===== src/rtl/rfid_pkg.sv =====
// Shared types for the RFID frame decoder: FSM states, run units,
// the quantizer-to-decoder bundle and the Wiegand parity helper.
package rfid_pkg;

  localparam logic [1:0] HUNT   = 2'd0;
  localparam logic [1:0] DATA_A = 2'd1;
  localparam logic [1:0] DATA_B = 2'd2;
  localparam logic [1:0] DONE   = 2'd3;

  localparam logic [7:0] HID_PREAMBLE = 8'b0001_1101;
  localparam int         WIEGAND_BITS = 26;

  typedef enum logic [2:0] {
    U_GLITCH = 3'd0,
    U_ONE    = 3'd1,
    U_TWO    = 3'd2,
    U_THREE  = 3'd3,
    U_LONG   = 3'd4
  } unit_e;

  typedef struct packed {
    logic  stb;
    unit_e unit;
    logic  level;
    logic  sat;
  } run_t;

  // Bit 25 even over 24..13, bit 0 odd over 12..1.
  function automatic logic wiegand_ok(input logic [WIEGAND_BITS-1:0] w);
    return (w[25] == ^w[24:13]) && (w[0] == ~^w[12:1]);
  endfunction

endpackage


===== src/rtl/run_quantizer.sv =====
// Synchronizes fsk_bit, measures run lengths in clk cycles and
// classifies each completed run into half-bit units.
import rfid_pkg::*;

module run_quantizer #(
  parameter int HALF_BIT = 10000
) (
  input  logic clk,
  input  logic rst_n,
  input  logic fsk_bit,
  output run_t run
);

  localparam int CW = $clog2(4 * HALF_BIT + 1);
  localparam logic [CW-1:0] SAT  = CW'(4 * HALF_BIT);
  localparam logic [CW-1:0] LIM1 = CW'(HALF_BIT / 2);
  localparam logic [CW-1:0] LIM2 = CW'((3 * HALF_BIT) / 2);
  localparam logic [CW-1:0] LIM3 = CW'((5 * HALF_BIT) / 2);
  localparam logic [CW-1:0] LIM4 = CW'((7 * HALF_BIT) / 2);

  logic          s1, s2, s_prev;
  logic          edge_d;
  logic [CW-1:0] cnt;
  unit_e         unit_d;
  logic          stb_q;
  unit_e         unit_q;
  logic          level_q;

  assign edge_d = s2 ^ s_prev;

  always_comb begin
    unit_d = U_LONG;
    if (cnt < LIM1)      unit_d = U_GLITCH;
    else if (cnt < LIM2) unit_d = U_ONE;
    else if (cnt < LIM3) unit_d = U_TWO;
    else if (cnt < LIM4) unit_d = U_THREE;
  end

  always_ff @(posedge clk or negedge rst_n) begin
    if (!rst_n) begin
      s1      <= 1'b0;
      s2      <= 1'b0;
      s_prev  <= 1'b0;
      cnt     <= '0;
      stb_q   <= 1'b0;
      unit_q  <= U_GLITCH;
      level_q <= 1'b0;
    end else begin
      s1     <= fsk_bit;
      s2     <= s1;
      s_prev <= s2;
      stb_q  <= edge_d;
      if (edge_d) begin
        unit_q  <= unit_d;
        level_q <= s_prev;
        cnt     <= CW'(1);
      end else if (cnt != SAT) begin
        cnt <= cnt + 1'b1;
      end
    end
  end

  // Raised one cycle early so a registered abort lands as cnt hits SAT.
  assign run = '{
    stb:   stb_q,
    unit:  unit_q,
    level: level_q,
    sat:   !edge_d && (cnt == SAT - 1'b1)
  };

endmodule


===== src/rtl/rfid_frame_decoder.sv =====
// HID preamble lock, Manchester pair decode and tag ID assembly.
// Define FRAME_PARITY_EN to reject frames failing Wiegand parity.
import rfid_pkg::*;

module rfid_frame_decoder #(
  parameter int HALF_BIT = 10000,
  parameter int ID_BITS  = 44
) (
  input  logic               clk,
  input  logic               rst_n,
  input  logic               fsk_bit,
  output logic [ID_BITS-1:0] id_data,
  output logic               id_valid,
  output logic               frame_err,
  output logic               parity_err
);

  localparam int BW = $clog2(ID_BITS + 1);

  run_t               run;
  logic [1:0]         rem;
  logic               sym_level;
  logic               emit_ok;
  logic               sym_vld;
  logic               sym;
  logic [1:0]         state;
  logic [7:0]         sym_sr;
  logic [7:0]         sr_nx;
  logic [3:0]         fill;
  logic [3:0]         fill_nx;
  logic               first_half;
  logic [ID_BITS-1:0] id_sr;
  logic [BW-1:0]      bit_cnt;
  logic               in_data;
  logic               bad_unit;
  logic               hunt_clr;
  logic               pair_bad;
  logic               abort;

  run_quantizer #(.HALF_BIT(HALF_BIT)) u_quant (
    .clk     (clk),
    .rst_n   (rst_n),
    .fsk_bit (fsk_bit),
    .run     (run)
  );

  assign emit_ok = run.stb &&
    (run.unit == U_ONE || run.unit == U_TWO || run.unit == U_THREE);
  assign sym_vld = emit_ok || (rem != 2'd0);
  assign sym     = run.stb ? run.level : sym_level;

  assign sr_nx   = {sym_sr[6:0], sym};
  assign fill_nx = (fill == 4'd8) ? 4'd8 : fill + 4'd1;

  assign in_data  = (state == DATA_A) || (state == DATA_B);
  assign hunt_clr = run.stb &&
    (run.unit == U_GLITCH || run.unit == U_LONG);
  assign bad_unit = hunt_clr || (run.stb && run.unit == U_THREE);
  assign pair_bad = (state == DATA_B) && sym_vld && (sym == first_half);
  assign abort    = (in_data && (bad_unit || run.sat)) || pair_bad;

  always_ff @(posedge clk or negedge rst_n) begin
    if (!rst_n) begin
      rem       <= 2'd0;
      sym_level <= 1'b0;
    end else if (abort) begin
      rem <= 2'd0;
    end else if (emit_ok) begin
      rem       <= 2'(run.unit) - 2'd1;
      sym_level <= run.level;
    end else if (rem != 2'd0) begin
      rem <= rem - 2'd1;
    end
  end

  always_ff @(posedge clk or negedge rst_n) begin
    if (!rst_n) begin
      state      <= HUNT;
      sym_sr     <= '0;
      fill       <= '0;
      first_half <= 1'b0;
      id_sr      <= '0;
      bit_cnt    <= '0;
      id_data    <= '0;
      id_valid   <= 1'b0;
      frame_err  <= 1'b0;
`ifdef FRAME_PARITY_EN
      parity_err <= 1'b0;
`endif
    end else begin
      id_valid  <= 1'b0;
      frame_err <= abort;
`ifdef FRAME_PARITY_EN
      parity_err <= 1'b0;
`endif
      unique case (state)
        HUNT: begin
          if (hunt_clr) begin
            fill <= '0;
          end else if (sym_vld) begin
            sym_sr <= sr_nx;
            if (fill_nx == 4'd8 && sr_nx == HID_PREAMBLE) begin
              state   <= DATA_A;
              fill    <= '0;
              bit_cnt <= '0;
            end else begin
              fill <= fill_nx;
            end
          end
        end
        DATA_A: begin
          if (abort) begin
            state <= HUNT;
          end else if (sym_vld) begin
            first_half <= sym;
            state      <= DATA_B;
          end
        end
        DATA_B: begin
          if (abort) begin
            state <= HUNT;
          end else if (sym_vld) begin
            id_sr   <= {id_sr[ID_BITS-2:0], first_half};
            bit_cnt <= bit_cnt + 1'b1;
            state   <= (bit_cnt == BW'(ID_BITS - 1)) ? DONE : DATA_A;
          end
        end
        DONE: begin
          state <= HUNT;
          fill  <= '0;
`ifdef FRAME_PARITY_EN
          if (wiegand_ok(id_sr[WIEGAND_BITS-1:0])) begin
            id_data  <= id_sr;
            id_valid <= 1'b1;
          end else begin
            parity_err <= 1'b1;
          end
`else
          id_data  <= id_sr;
          id_valid <= 1'b1;
`endif
        end
      endcase
    end
  end

`ifndef FRAME_PARITY_EN
  assign parity_err = 1'b0;
`endif

endmodule


===== config.mk =====
export PLATFORM = sky130hd
export DESIGN_NAME = rfid_frame_decoder
export DESIGN_NICKNAME = d
export VERILOG_FILES = /design/src/rtl/rfid_pkg.sv /design/src/rtl/run_quantizer.sv /design/src/rtl/rfid_frame_decoder.sv
export SDC_FILE = /design/constraint.sdc
export NUM_CORES = 1
export LEC_CHECK = 0
export ABC_AREA = 1
export BUFFER_PORTS_ARGS = -buffer_cell sky130_fd_sc_hd__buf_2
export CELL_PAD_IN_SITES_DETAIL_PLACEMENT = 0
export CELL_PAD_IN_SITES_GLOBAL_PLACEMENT = 1
export CORE_ASPECT_RATIO = 0.7
export CORE_UTILIZATION = 35
export DETAILED_ROUTE_END_ITERATION = 8
export PLACE_DENSITY = 0.73
export SKIP_LAST_GASP = 1
export SYNTH_ARGS = -nofsm -noshare
export SYNTH_HDL_FRONTEND = slang
export SYNTH_SLANG_ARGS = --single-unit
export TNS_END_PERCENT = 100

===== constraint.sdc =====
create_clock -name clk -period 3.5 [get_ports clk]
set_input_delay 0.7 -clock clk [delete_from_list [all_inputs] [get_ports clk]]
set_output_delay 0.7 -clock clk [all_outputs]
set_load 0.05 [all_outputs]

Word-level counts from Yosys, hierarchy flattened --
Index checks and enable logic that the tools add are counted.
Word-level totals: bits of input ports 3, word-level logic and storage cells 114, output and inout bits 47, flip-flop bits (word level) 137
Cells by class: equality and inequality tests 22, magnitude comparators 4, add/subtract/negate cells 5, bitwise operators 3, reductions and logical operators 31, mux-type cells 31
Operator list (count):
- 16-bit 2-to-1 mux | 2
- 6-bit 2-to-1 mux | 5
- 2-bit 2-to-1 mux | 11
- 16-bit by 1-bit adder with 16-bit output (second input constant) | 1
- 16-bit == test (second input constant) | 1
- 16-bit by 13-bit < comparator with 1-bit output (second input constant) | 1
- 16-bit by 14-bit < comparator with 1-bit output (second input constant) | 1
- 16-bit by 15-bit < comparator with 1-bit output (second input constant) | 1
- 16-bit < comparator (second input constant) | 1
- 4-bit 2-to-1 mux | 4
- 16-bit != test (second input constant) | 1
- 3-bit 2-to-1 mux | 4
- 6-bit one-hot mux with 2 select lines | 1
- 2-bit != test (second input constant) | 5
- 3-bit != test (second input constant) | 3
- 3-bit AND reduction | 3
- 4-bit == test (second input constant) | 2
- 8-bit by 5-bit == test with 1-bit output (second input constant) | 1
- 1-bit logical AND | 8
- 1-bit logical OR | 8
- 2-bit one-hot mux with 4 select lines | 1
- 4-bit one-hot mux with 2 select lines | 1
- 2-bit nonzero test | 4
- 6-bit by 1-bit adder with 6-bit output (second input constant) | 1
- other kinds (19) | 25

Logic depth before layout (Yosys ltp) --
Gate-level depths: netlist of the first run.
word-level depth 10, mapped depth 15, mapped depth without buffers 13

Modules after synthesis --
Synthesis of the first run repeated with hierarchy kept, for this count alone.
Second synthesis, totals: cells, all modules 709, area total of the unflattened synthesis 6170.9 um2
Modules (own cells, without submodules):
- rfid_frame_decoder | instances 1, area each 4768.3 um2, cells an instance 521, sequential area each 2827.7 um2
- run_quantizer | instances 1, area each 1402.6 um2, cells an instance 188, sequential area each 600.6 um2

Worst setup path after synthesis of the first run --
OpenSTA, ideal clock, no wires.
kind register to register, start point register u_quant.cnt[0], end point register id_sr[35], arrival 1.615 ns, stages on the path, launching flop included 16, data required time 3.381 ns, slack 1.766 ns, cell sequence dfrtp_1 > ha_1 > nand2_1 > nor2_4 > nand2_1 > nor2_1 > nand2_1 > nand2_2 > nand2_4 > nand2_4 > inv_2 > nand3_4 > buf_12 > buf_12 > nand2_2 > o21ai_2
On the way: word-level cells in the longest chain between the ends 7
RTL lines:
- start: declaration | line run_quantizer.sv:23 | logic [CW-1:0] cnt;
- start signal: assignment | line run_quantizer.sv:58 | cnt <= cnt + 1'b1;
- 16-bit == test | line run_quantizer.sv:68 | sat: !edge_d && (cnt == SAT - 1'b1)
- 1-bit logical AND | line run_quantizer.sv:68
- 1-bit logical OR | line rfid_frame_decoder.sv:60 | assign abort = (in_data && (bad_unit || run.sat)) || pair_bad;
- 1-bit logical AND | line rfid_frame_decoder.sv:60
- 1-bit logical OR | line rfid_frame_decoder.sv:60
- via abort | line rfid_frame_decoder.sv:38 | logic abort;
- 1-bit NOT (no line)
- 3-bit AND reduction (no line)
- end signal: assignment | line rfid_frame_decoder.sv:123 | id_sr <= {id_sr[ID_BITS-2:0], first_half};
- end: declaration | line rfid_frame_decoder.sv:32 | logic [ID_BITS-1:0] id_sr;
The timed path passes the listed nets, and every way through them passes these cells. A chain may end at the register's enable or synchronous reset.

Worst setup path in the final report of the first run --
start point register u_quant.cnt[0], end point register id_sr[29]
The elaborated chain is that of the path after synthesis.

==> key figures, run 1 <==
Clock tree
  – Post-CTS setup buffer count: 0
  – CTS sink count: 137
  – CTS Buffer Depth: 2
  – H-Tree Depth: 4
  – CTS resizes: 0
  – Clock-pin slew on the worst setup and hold paths: 0.06 ns
  – Worst-skew pair later-pin latency: 0.42 ns
  – TritonCTS buffer count: 17
  – Hold Buf Count CTS: 0
  – Root Buffer: clkbuf_16
  – CTS tree: built

Synth
  – Adder-cell area share of the yosys netlist: 0.0184
  – Main combinational cell family by area after synthesis: simple AND/OR/NAND/NOR gates
  – Dominant cells by area after synthesis: dfrtp_1 (56%), nand2_1 (9.8%), o21ai_0 (7.8%), inv_1 (4.9%), nor2_1 (2.8%)
  – Post-Synth XOR/XNOR Area: 0.00572
  – Largest area contributor in the netlist: dfrtp_1
  – Mux cell area share after synthesis: 0
  – Mean Syn Cell Area: 8.92 sq um
  – Compound-Gate Fraction of Synth Area: 0.128
  – Register area share after synthesis: 0.559
  – Area fraction in and, or, nand and nor cells after synthesis: 0.208
  – #FFs+latches synth: 137
  – Post-synth top area share: 0.559
  – Yosys cell types: 38
  – Mapped Area: 6130 sq um
  – Syn nets: 699
  – YS warnings: 0
  – Cells after synthesis: 687

Timing
  – Hold Fails Final Rpt: 0
  – Rel. slew slack: 0.319
  – Final Critical Period: 2.64 ns
  – Fmax: 379 MHz
  – Total negative slack: 0 ns
  – Worst-Margin Slew: 1.02 ns
  – Hold Slack: 0.265 ns
  – Clk_skew: 0.00986 ns
  – RSZ-0062 raised after global routing: no
  – Final worst-path cycle share: 0.753
  – Final Slew Violations: 0
  – Setup Viol. Count Final: 0

Power
  – Leakage power: 3.38 nW
  – Power per cell area: 484 nW/um^2
  – Pwr Total: 3.43 mW
  – Worst vdd ir: 0.261 mV

Die
  – Core area: 17100 sq um
  – # rows: 40
  – Initial core utilization: 0.358
  – Chip Width: 160 um
  – Die Y: 113 um
  – Die area: 18100 sq um
  – I/O pin total: 50

Setup path
  – RR Endpoint: id_sr[29]
  – Crit. Startpoint: u_quant.cnt[0]
  – Reg2Reg Depth: 12
  – Arrival time worst endpoint: 2.94 ns
  – Worst setup endpoint: id_sr[29]
  – Maximum fanout along the worst path: 88
  – Crit. End Element: flip-flop
  – Origin of the critical flop-to-flop path: u_quant.cnt[0]
  – Critical Path Source Type: flip-flop
  – WP data required: 3.80 ns
  – Path type of the worst setup path: flip-flop to flip-flop
  – R2R setup slack: 0.86 ns

Global route
  – Pin count of the biggest net entering global routing: 89
  – Global-route wire length before repair: 21100 um
  – Initial antenna violation count: 0
  – Number of global-route vias before repair: 4308
  – Gr ovfl total: 0
  – Tot GR Track Use: 0.146

Placed design
  – Count of input and output buffers: 48
  – GPL Wtd Cong: 0.870
  – DP Wirelength: 8310 um

Detailed routing
  – Drt drc: 0
  – Antenna Nets Post-Route: 0
  – Via Count: 4549
  – DR iter-0 viols: 304
  – DR WL/cell: 12.5 um
  – Post-Route WL: 12200 um
  – TritonRoute pass-1 iters: 5
  – Via density: 4.67

Final layout
  – Final nets: 744
  – Layout cell share with drive strength beyond 1: 0.177
  – Commonest non-fill, non-tap cell in the layout: nand2_1
  – Post-layout util: 0.414
  – N_diodes: 0
  – Most frequent cells in the layout: nand2_1 (160), dfrtp_1 (137), o21ai_0 (96)
  – Area growth syn-to-layout: 15.6%

Min path
  – Worst hold path class: input pin to async pin

Status
  – Status: finished clean

Flow run
  – Max_cap viols: 0
==> stage by stage <==
| stage | area, sq um | instances | setup slack [ns] |
|---|---|---|---|
| 3_5_place_dp | 6540 | 944 | 0.854 |
| 6_report | 7080 | 975 | 0.863 |
| 3_3_place_gp | 6540 | 944 | 0.990 |
| 5_1_grt | 7080 | 975 | 0.518 |
| 2_1_floorplan | 6130 | 687 | 1.77 |
| 4_1_cts | 7080 | 975 | 0.835 |
==> power by group <==
group,internal [mW],leakage (nW),switching [mW]
Sequential,1.60,1.90,0.0171
Clock,0.975,0.262,0.707
Combinational,0.0346,1.22,0.0894
Total,2.61,3.38,0.813
==> metal layers <==
layer | wire, um | global-route usage
met5 | 0 | 0
met4 | 127 | 0.0432
met3 | 523 | 0.0462
met2 | 5130 | 0.210
met1 | 6430 | 0.211
==> cells in the mapped netlist (all sizes together) <==
| cell | count |
|---|---|
| nand2 | 170 |
| dfrtp | 137 |
| o21ai | 108 |
| inv | 85 |
| nor2 | 48 |
| nand3 | 33 |
| a21oi | 26 |
| buf | 13 |
| clkbuf | 12 |
| nand4 | 12 |
| nor3 | 12 |
| ha | 9 |
| or2 | 6 |
| nor4 | 4 |
| xor2 | 4 |
| a21boi | 2 |
| a31oi | 2 |
| clkinv | 1 |
| conb | 1 |
| nand3b | 1 |
| nor3b | 1 |
==> final cells by class <==
type | count | area [sq um]
fillers | 1689 | 10000
flip-flops and latches | 137 | 3430
multi-input cells | 439 | 2210
clock buffers | 17 | 425
inverters | 86 | 323
well taps | 231 | 289
repair buffers | 51 | 282
clock inverters | 14 | 124
==> flip-flops by register name, summed over array words and instances (netlist names), 2 cells and up <==
signal,cells
bit_cnt,6
fill,4
id_data,44
id_sr,44
rem,2
state,2
sym_sr,7
u_quant.cnt,16
u_quant.unit_q,3
==> worst min-delay path by stage <==
stage | start | to | depth (start not counted)
5_1_grt | rst_n | id_data[17] | 1
4_1_cts | rst_n | id_data[16] | 1
2_1_floorplan | u_quant.s1 | u_quant.s2 | 0
3_3_place_gp | u_quant.s1 | u_quant.s2 | 0
3_5_place_dp | u_quant.s1 | u_quant.s2 | 0
6_report | rst_n | id_data[16] | 1
==> worst max-delay path, cell delays in order (launching register included) <==
cell and delay, ns:
dfrtp_1 0.40, ha_1 0.22, nand2_1 0.12, nor2_4 0.04
nand2_1 0.07, nor2_1 0.05, nand2_1 0.07, nand2_2 0.07
nand2_4 0.09, nand2_4 0.07, inv_2 0.08, nand3_4 0.71
o21ai_0 0.50
==> cells by family (layout without fill, tap and decap cells) <==
family | after synthesis | after routing
xor+xnor | 4 | 4
flops | 137 | 137
compound gates | 138 | 138
simple gates | 287 | 287
other cells | 1 | 1
buf+inv | 111 | 168
fa+ha+maj | 9 | 9
Power figures use the tool's default switching activity.
==> run 2: changes to the inputs <==
--- a/config.mk
+++ b/config.mk
@@ -5,14 +5,14 @@
 export SDC_FILE = /design/constraint.sdc
 export NUM_CORES = 1
 export LEC_CHECK = 0
-export ABC_AREA = 1
+export ABC_AREA = 0
 export BUFFER_PORTS_ARGS = -buffer_cell sky130_fd_sc_hd__buf_2
 export CELL_PAD_IN_SITES_DETAIL_PLACEMENT = 0
 export CELL_PAD_IN_SITES_GLOBAL_PLACEMENT = 1
 export CORE_ASPECT_RATIO = 0.7
 export CORE_UTILIZATION = 35
 export DETAILED_ROUTE_END_ITERATION = 8
-export PLACE_DENSITY = 0.73
+export PLACE_DENSITY = 0.7
 export SKIP_LAST_GASP = 1
 export SYNTH_ARGS = -nofsm -noshare
 export SYNTH_HDL_FRONTEND = slang
==> constraint.sdc (replaced) <==
create_clock -name clk -period 2.6 [get_ports clk]
set_input_delay 0.52 -clock clk [delete_from_list [all_inputs] [get_ports clk]]
set_output_delay 0.52 -clock clk [all_outputs]
set_load 0.05 [all_outputs]
==> key figures, run 2 <==
Timing
  – Rel. slew slack: 0.603
  – Final worst slack: 0.120 ns
  – Setup Viol. Count Final: 0
  – Final worst-path cycle share: 0.954
  – Worst-Margin Slew: 0.596 ns
  – Fmax: 403 MHz
  – Final Critical Period: 2.48 ns
  – Hold Fails Final Rpt: 0
  – Final Slew Violations: 0
  – RSZ-0062 raised after global routing: yes
  – Hold Slack: 0.220 ns
  – Clk_skew: 0.00771 ns

Power
  – Worst vdd ir: 0.423 mV
  – Leakage power: 3.57 nW
  – Power per cell area: 668 nW/um^2

Synth
  – Syn nets: 474
  – Ys async rst share: 1.00
  – Register area share after synthesis: 0.575
  – Post-synth top flop: dfrtp_1
  – Mean Syn Cell Area: 12.9 sq um
  – YS warnings: 0
  – Post-synth top cells: dfrtp_1 (137), mux2_2 (86), nor2_1 (32)
  – EDFF count, synth: 0
  – Dominant cells by area after synthesis: dfrtp_1 (58%), mux2_2 (16%), nor2_1 (2.0%), ha_1 (1.9%), mux2_1 (1.9%)
  – #FFs+latches synth: 137
  – Yosys cell types: 62
  – Mapped Area: 5960 sq um
  – Most frequent cell after synthesis: dfrtp_1
  – Post-synth top area share: 0.575
  – Largest area contributor in the netlist: dfrtp_1
  – Cells after synthesis: 462

Min path
  – Worst hold path class: input pin to flip-flop

Detailed routing
  – Via Count: 3644
  – Post-Route WL: 10800 um
  – DR WL/cell: 14.1 um
  – Via density: 4.79
  – DR iter-0 viols: 139
  – TritonRoute pass-1 iters: 4
  – Antenna Nets Post-Route: 0
  – Drt drc: 0

Flow run
  – Max_cap viols: 0

Clock tree
  – Clock-pin slew on the worst setup and hold paths: 0.06 ns
  – CTS tree: built
  – Worst-skew pair later-pin latency: 0.41 ns
  – Root Buffer: clkbuf_16
  – CTS Buffer Depth: 2
  – TritonCTS buffer count: 17
  – H-Tree Depth: 4
  – CTS sink count: 137

Global route
  – Pin count of the biggest net entering global routing: 53
  – Number of global-route vias before repair: 3640
  – Tot GR Track Use: 0.135
  – Global-route wire length before repair: 18400 um
  – Gr ovfl total: 0
  – Initial antenna violation count: 0

Setup path
  – Arrival time worst endpoint: 2.76 ns
  – Critical Path Source Type: flip-flop
  – Path type of the worst setup path: flip-flop to flip-flop
  – Maximum fanout along the worst path: 7
  – Crit. End Element: flip-flop
  – R2R setup slack: 0.12 ns
  – WP data required: 2.88 ns

Final layout
  – Most frequent cells in the layout: dfrtp_1 (137), mux2_2 (86), buf_2 (47)
  – Area growth syn-to-layout: 19.3%
  – Layout cell share with drive strength beyond 1: 0.369
  – Post-layout util: 0.431
  – N_diodes: 0
  – Top flop regs: id_data: 44 flops, id_sr: 44 flops, u_quant.cnt: 16 flops
  – Final nets: 535
  – Commonest non-fill, non-tap cell in the layout: dfrtp_1

Placed design
  – DP Wirelength: 7310 um
  – GPL Wtd Cong: 0.801
  – Placement Setup Slack: 0.0403 ns
  – Count of input and output buffers: 48

Die
  – Initial core utilization: 0.361
  – Die Y: 111 um
  – Core area: 16500 sq um
  – Chip Width: 158 um
  – Die area: 17600 sq um
  – # rows: 39
  – I/O pin total: 50

Status
  – Status: finished clean
run 2: logic make-up (layout without fill, tap and decap cells):
group	after synthesis	count (layout)	synth area share
compound gates	52	52	0.0611
flops	137	137	0.575
buf+inv	38	112	0.0313
simple gates	108	108	0.0985
mux	99	99	0.186
xor+xnor	17	17	0.0262
fa+ha+maj	10	10	0.0206
other cells	1	1	0.000629
run 2: routing by layer:
metal,global-route usage,part of all wire
met1,0.198,0.52
met2,0.188,0.43
met5,0,0
met3,0.0336,0.034
met4,0.0538,0.016
run 2: worst max-delay path, stage by stage, from the launching register on:
cell	delay (ns)
dfrtp_1	0.34
inv_1	0.05
ha_1	0.30
or4_4	0.53
nor3_2	0.11
o21ai_1	0.12
o31a_1	0.35
or2_0	0.25
o41ai_1	0.30
run 2: cell type report:
class,count,area [sq um]
fillers,1551,9380
flip-flops and latches,137,3430
multi-input cells,287,2360
clock buffers,17,425
repair buffers,65,402
well taps,225,282
clock inverters,15,163
inverters,15,56.3
run 2: through the flow:
| step | std cells | power [mW] | setup TNS, ns | area [sq um] |
|---|---|---|---|---|
| after floorplan | 462 | 2.33 | 0 | 5960 |
| after global placement | 727 | 2.43 | 0 | 6500 |
| after detailed placement | 727 | 2.43 | 0 | 6500 |
| after CTS | 760 | 4.82 | 0 | 7100 |
| after global routing | 761 | 4.96 | -0.00943 | 7110 |
| final | 761 | 4.75 | 0 | 7110 |
run 2: worst paths after layout:
kind                       startpoint     endpoint  depth (start not counted)
max                           fill[0]   bit_cnt[3]                          8
min                           fsk_bit   u_quant.s1                          1
max reg2reg                   fill[0]   bit_cnt[3]                          8
min reg2reg                u_quant.s1   u_quant.s2                          0
max in group asynchronous       rst_n  id_data[17]                          3
min in group asynchronous       rst_n   u_quant.s1                          2
run 2: where the power goes:
part	switching (mW)	leakage (nW)	total (mW)	internal (mW)
sequential	0.0257	1.90	2.18	2.16
combinational	0.125	1.38	0.207	0.0813
clock	0.998	0.293	2.36	1.36
total	1.15	3.57	4.75	3.60
run 2: timing repair:
action	CTS	global route
setup endpoints to repair	0	4
resized for setup	0	2
hold endpoints to repair	27	0
hold buffers	1	0
setup buffers	0	1
==> run 3: changes to the inputs <==
--- a/config.mk
+++ b/config.mk
@@ -9,12 +9,13 @@
 export BUFFER_PORTS_ARGS = -buffer_cell sky130_fd_sc_hd__buf_2
 export CELL_PAD_IN_SITES_DETAIL_PLACEMENT = 0
 export CELL_PAD_IN_SITES_GLOBAL_PLACEMENT = 1
-export CORE_ASPECT_RATIO = 0.7
+export CORE_ASPECT_RATIO = 0.75
 export CORE_UTILIZATION = 35
 export DETAILED_ROUTE_END_ITERATION = 8
 export PLACE_DENSITY = 0.7
 export SKIP_LAST_GASP = 1
 export SYNTH_ARGS = -nofsm -noshare
 export SYNTH_HDL_FRONTEND = slang
+export SYNTH_HIERARCHICAL = 1
 export SYNTH_SLANG_ARGS = --single-unit
 export TNS_END_PERCENT = 100
==> key figures, run 3 <==
Placed design
  – GPL Wtd Cong: 0.779
  – DP Wirelength: 7730 um
  – Count of input and output buffers: 48

Synth
  – Most frequent cell after synthesis: dfrtp_1
  – Yosys cell types: 62
  – Post-synth top flop: dfrtp_1
  – Post-synth top cells: dfrtp_1 (137), mux2_2 (95), nor2_1 (25)
  – Ys async rst share: 1.00
  – YS warnings: 6
  – Register area share after synthesis: 0.561
  – Dominant cells by area after synthesis: dfrtp_1 (56%), mux2_2 (18%), ha_1 (1.8%), nor2_1 (1.5%), o21ai_0 (1.5%)
  – Syn nets: 490
  – Mapped Area: 6110 sq um
  – Post-synth top area share: 0.561
  – EDFF count, synth: 0
  – #FFs+latches synth: 137
  – Mean Syn Cell Area: 12.8 sq um
  – Largest area contributor in the netlist: dfrtp_1
  – Cells after synthesis: 478

Clock tree
  – CTS Buffer Depth: 2
  – Hold Buf Count CTS: 0
  – H-Tree Depth: 4
  – Root Buffer: clkbuf_16
  – CTS tree: built
  – Clock-pin slew on the worst setup and hold paths: 0.06 ns
  – CTS sink count: 137
  – Worst-skew pair later-pin latency: 0.42 ns
  – TritonCTS buffer count: 17

Global route
  – Number of global-route vias before repair: 3726
  – Gr ovfl total: 0
  – Tot GR Track Use: 0.133
  – Pin count of the biggest net entering global routing: 61
  – Initial antenna violation count: 0
  – Global-route wire length before repair: 18900 um

Flow run
  – Max_cap viols: 0

Final layout
  – Commonest non-fill, non-tap cell in the layout: dfrtp_1
  – Final nets: 563
  – Area growth syn-to-layout: 21.1%
  – Post-layout util: 0.437
  – Layout cell share with drive strength beyond 1: 0.397
  – N_diodes: 0
  – Top flop regs: id_data: 44 flops, id_sr: 44 flops, u_quant/cnt: 16 flops
  – Fill count: 1572
  – Most frequent cells in the layout: dfrtp_1 (137), mux2_2 (95), buf_2 (47)

Power
  – Power per cell area: 659 nW/um^2
  – Pwr Total: 4.88 mW
  – Worst vdd ir: 0.375 mV
  – Leakage power: 3.60 nW

Timing
  – Hold Fails Final Rpt: 0
  – RSZ-0062 raised after global routing: yes
  – Fmax: 402 MHz
  – Final Slew Violations: 0
  – Final Critical Period: 2.49 ns
  – Hold Slack: 0.0804 ns
  – Worst-Margin Slew: 0.588 ns
  – Rel. slew slack: 0.608
  – Clk_skew: 0.0112 ns
  – Final worst-path cycle share: 0.958
  – Setup Viol. Count Final: 0

Setup path
  – Path type of the worst setup path: flip-flop to flip-flop
  – RR Endpoint: bit_cnt[5]
  – Crit. End Element: flip-flop
  – Arrival time worst endpoint: 2.82 ns
  – Maximum fanout along the worst path: 8
  – Reg2Reg Depth: 7
  – Origin of the critical flop-to-flop path: fill[0]
  – R2R setup slack: 0.11 ns
  – WP data required: 2.93 ns
  – Critical Path Source Type: flip-flop

Die
  – # rows: 41
  – I/O pin total: 50
  – Initial core utilization: 0.361
  – Chip Width: 155 um
  – Die Y: 116 um
  – Core area: 16900 sq um
  – Die area: 18000 sq um

Detailed routing
  – DR iter-0 viols: 200
  – Via Count: 3941
  – Antenna Nets Post-Route: 0
  – DR WL/cell: 15.4 um
  – Post-Route WL: 12000 um
  – Drt drc: 0
  – TritonRoute pass-1 iters: 4
  – Via density: 5.06

Status
  – Status: finished clean

Min path
  – Worst hold path class: input pin to async pin
-- run 3: worst max path at each step --
stage,to,slack [ns],from
after global routing,bit_cnt[4],-0.04,fill[0]
after CTS,bit_cnt[4],0.04,fill[0]
after floorplan,id_sr[0],0.04,u_quant/cnt[14]
after detailed placement,id_sr[8],0.05,u_quant/cnt[14]
after global placement,id_sr[33],0.12,u_quant/cnt[14]
final,bit_cnt[5],0.11,fill[0]
-- run 3: what timing repair did --
action	in CTS	in global routing
setup endpoints to repair	0	48
setup buffers	0	4
gates resized for setup	0	5
-- run 3: per-layer routing --
metal,part of all wire,wire length (um),up-vias,global-route usage
met5,0,0,-,0
met1,0.53,6290,2015,0.194
met4,0.0083,99,0,0.0475
met2,0.44,5230,50,0.192
li1,-,-,1866,-
met3,0.028,335,10,0.0319
-- run 3: worst max-delay path, cell delays in order, from the launching register on --
cell      delay, ns
dfrtp_1        0.42
inv_1          0.09
ha_1           0.32
or4b_4         0.56
nor3_2         0.19
nand4_4        0.23
a211oi_1       0.38
mux2i_1        0.22
-- run 3: kinds of logic after synthesis --
family                     share of synthesized area
muxes                                          0.185
and+or+nand+nor                                0.104
buffers and inverters                         0.0348
adders and majority gates                     0.0201
DFF                                            0.561
other                                       0.000614
xor gates and xnor gates                      0.0227
AOI/OAI and AO/OA                             0.0716
-- run 3: power by group --
group / total [mW] / switching [mW] / internal, mW
Clock: 2.49 / 0.954 / 1.54
Combinational: 0.195 / 0.129 / 0.0666
Sequential: 2.19 / 0.0347 / 2.16
-- run 3: stage by stage --
step / setup slack [ns] / cell area (sq um) / cells / setup TNS (ns)
after global placement: 0.123 / 6690 / 740 / 0
final: 0.110 / 7400 / 779 / 0
after global routing: -0.0377 / 7400 / 779 / -0.519
after detailed placement: 0.0544 / 6690 / 740 / 0
after CTS: 0.0360 / 7300 / 772 / 0
after floorplan: 0.0436 / 6120 / 478 / 0
-- run 3: cell type report --
class                   instances  area [sq um]  area share
multi-input cells             300          2480       0.336
repair buffers                 78           539      0.0729
clock inverters                14           188      0.0254
flip-flops and latches        137          3430       0.463
clock buffers                  18           429      0.0580
inverters                      17          65.1     0.00879
well taps                     215           269      0.0363
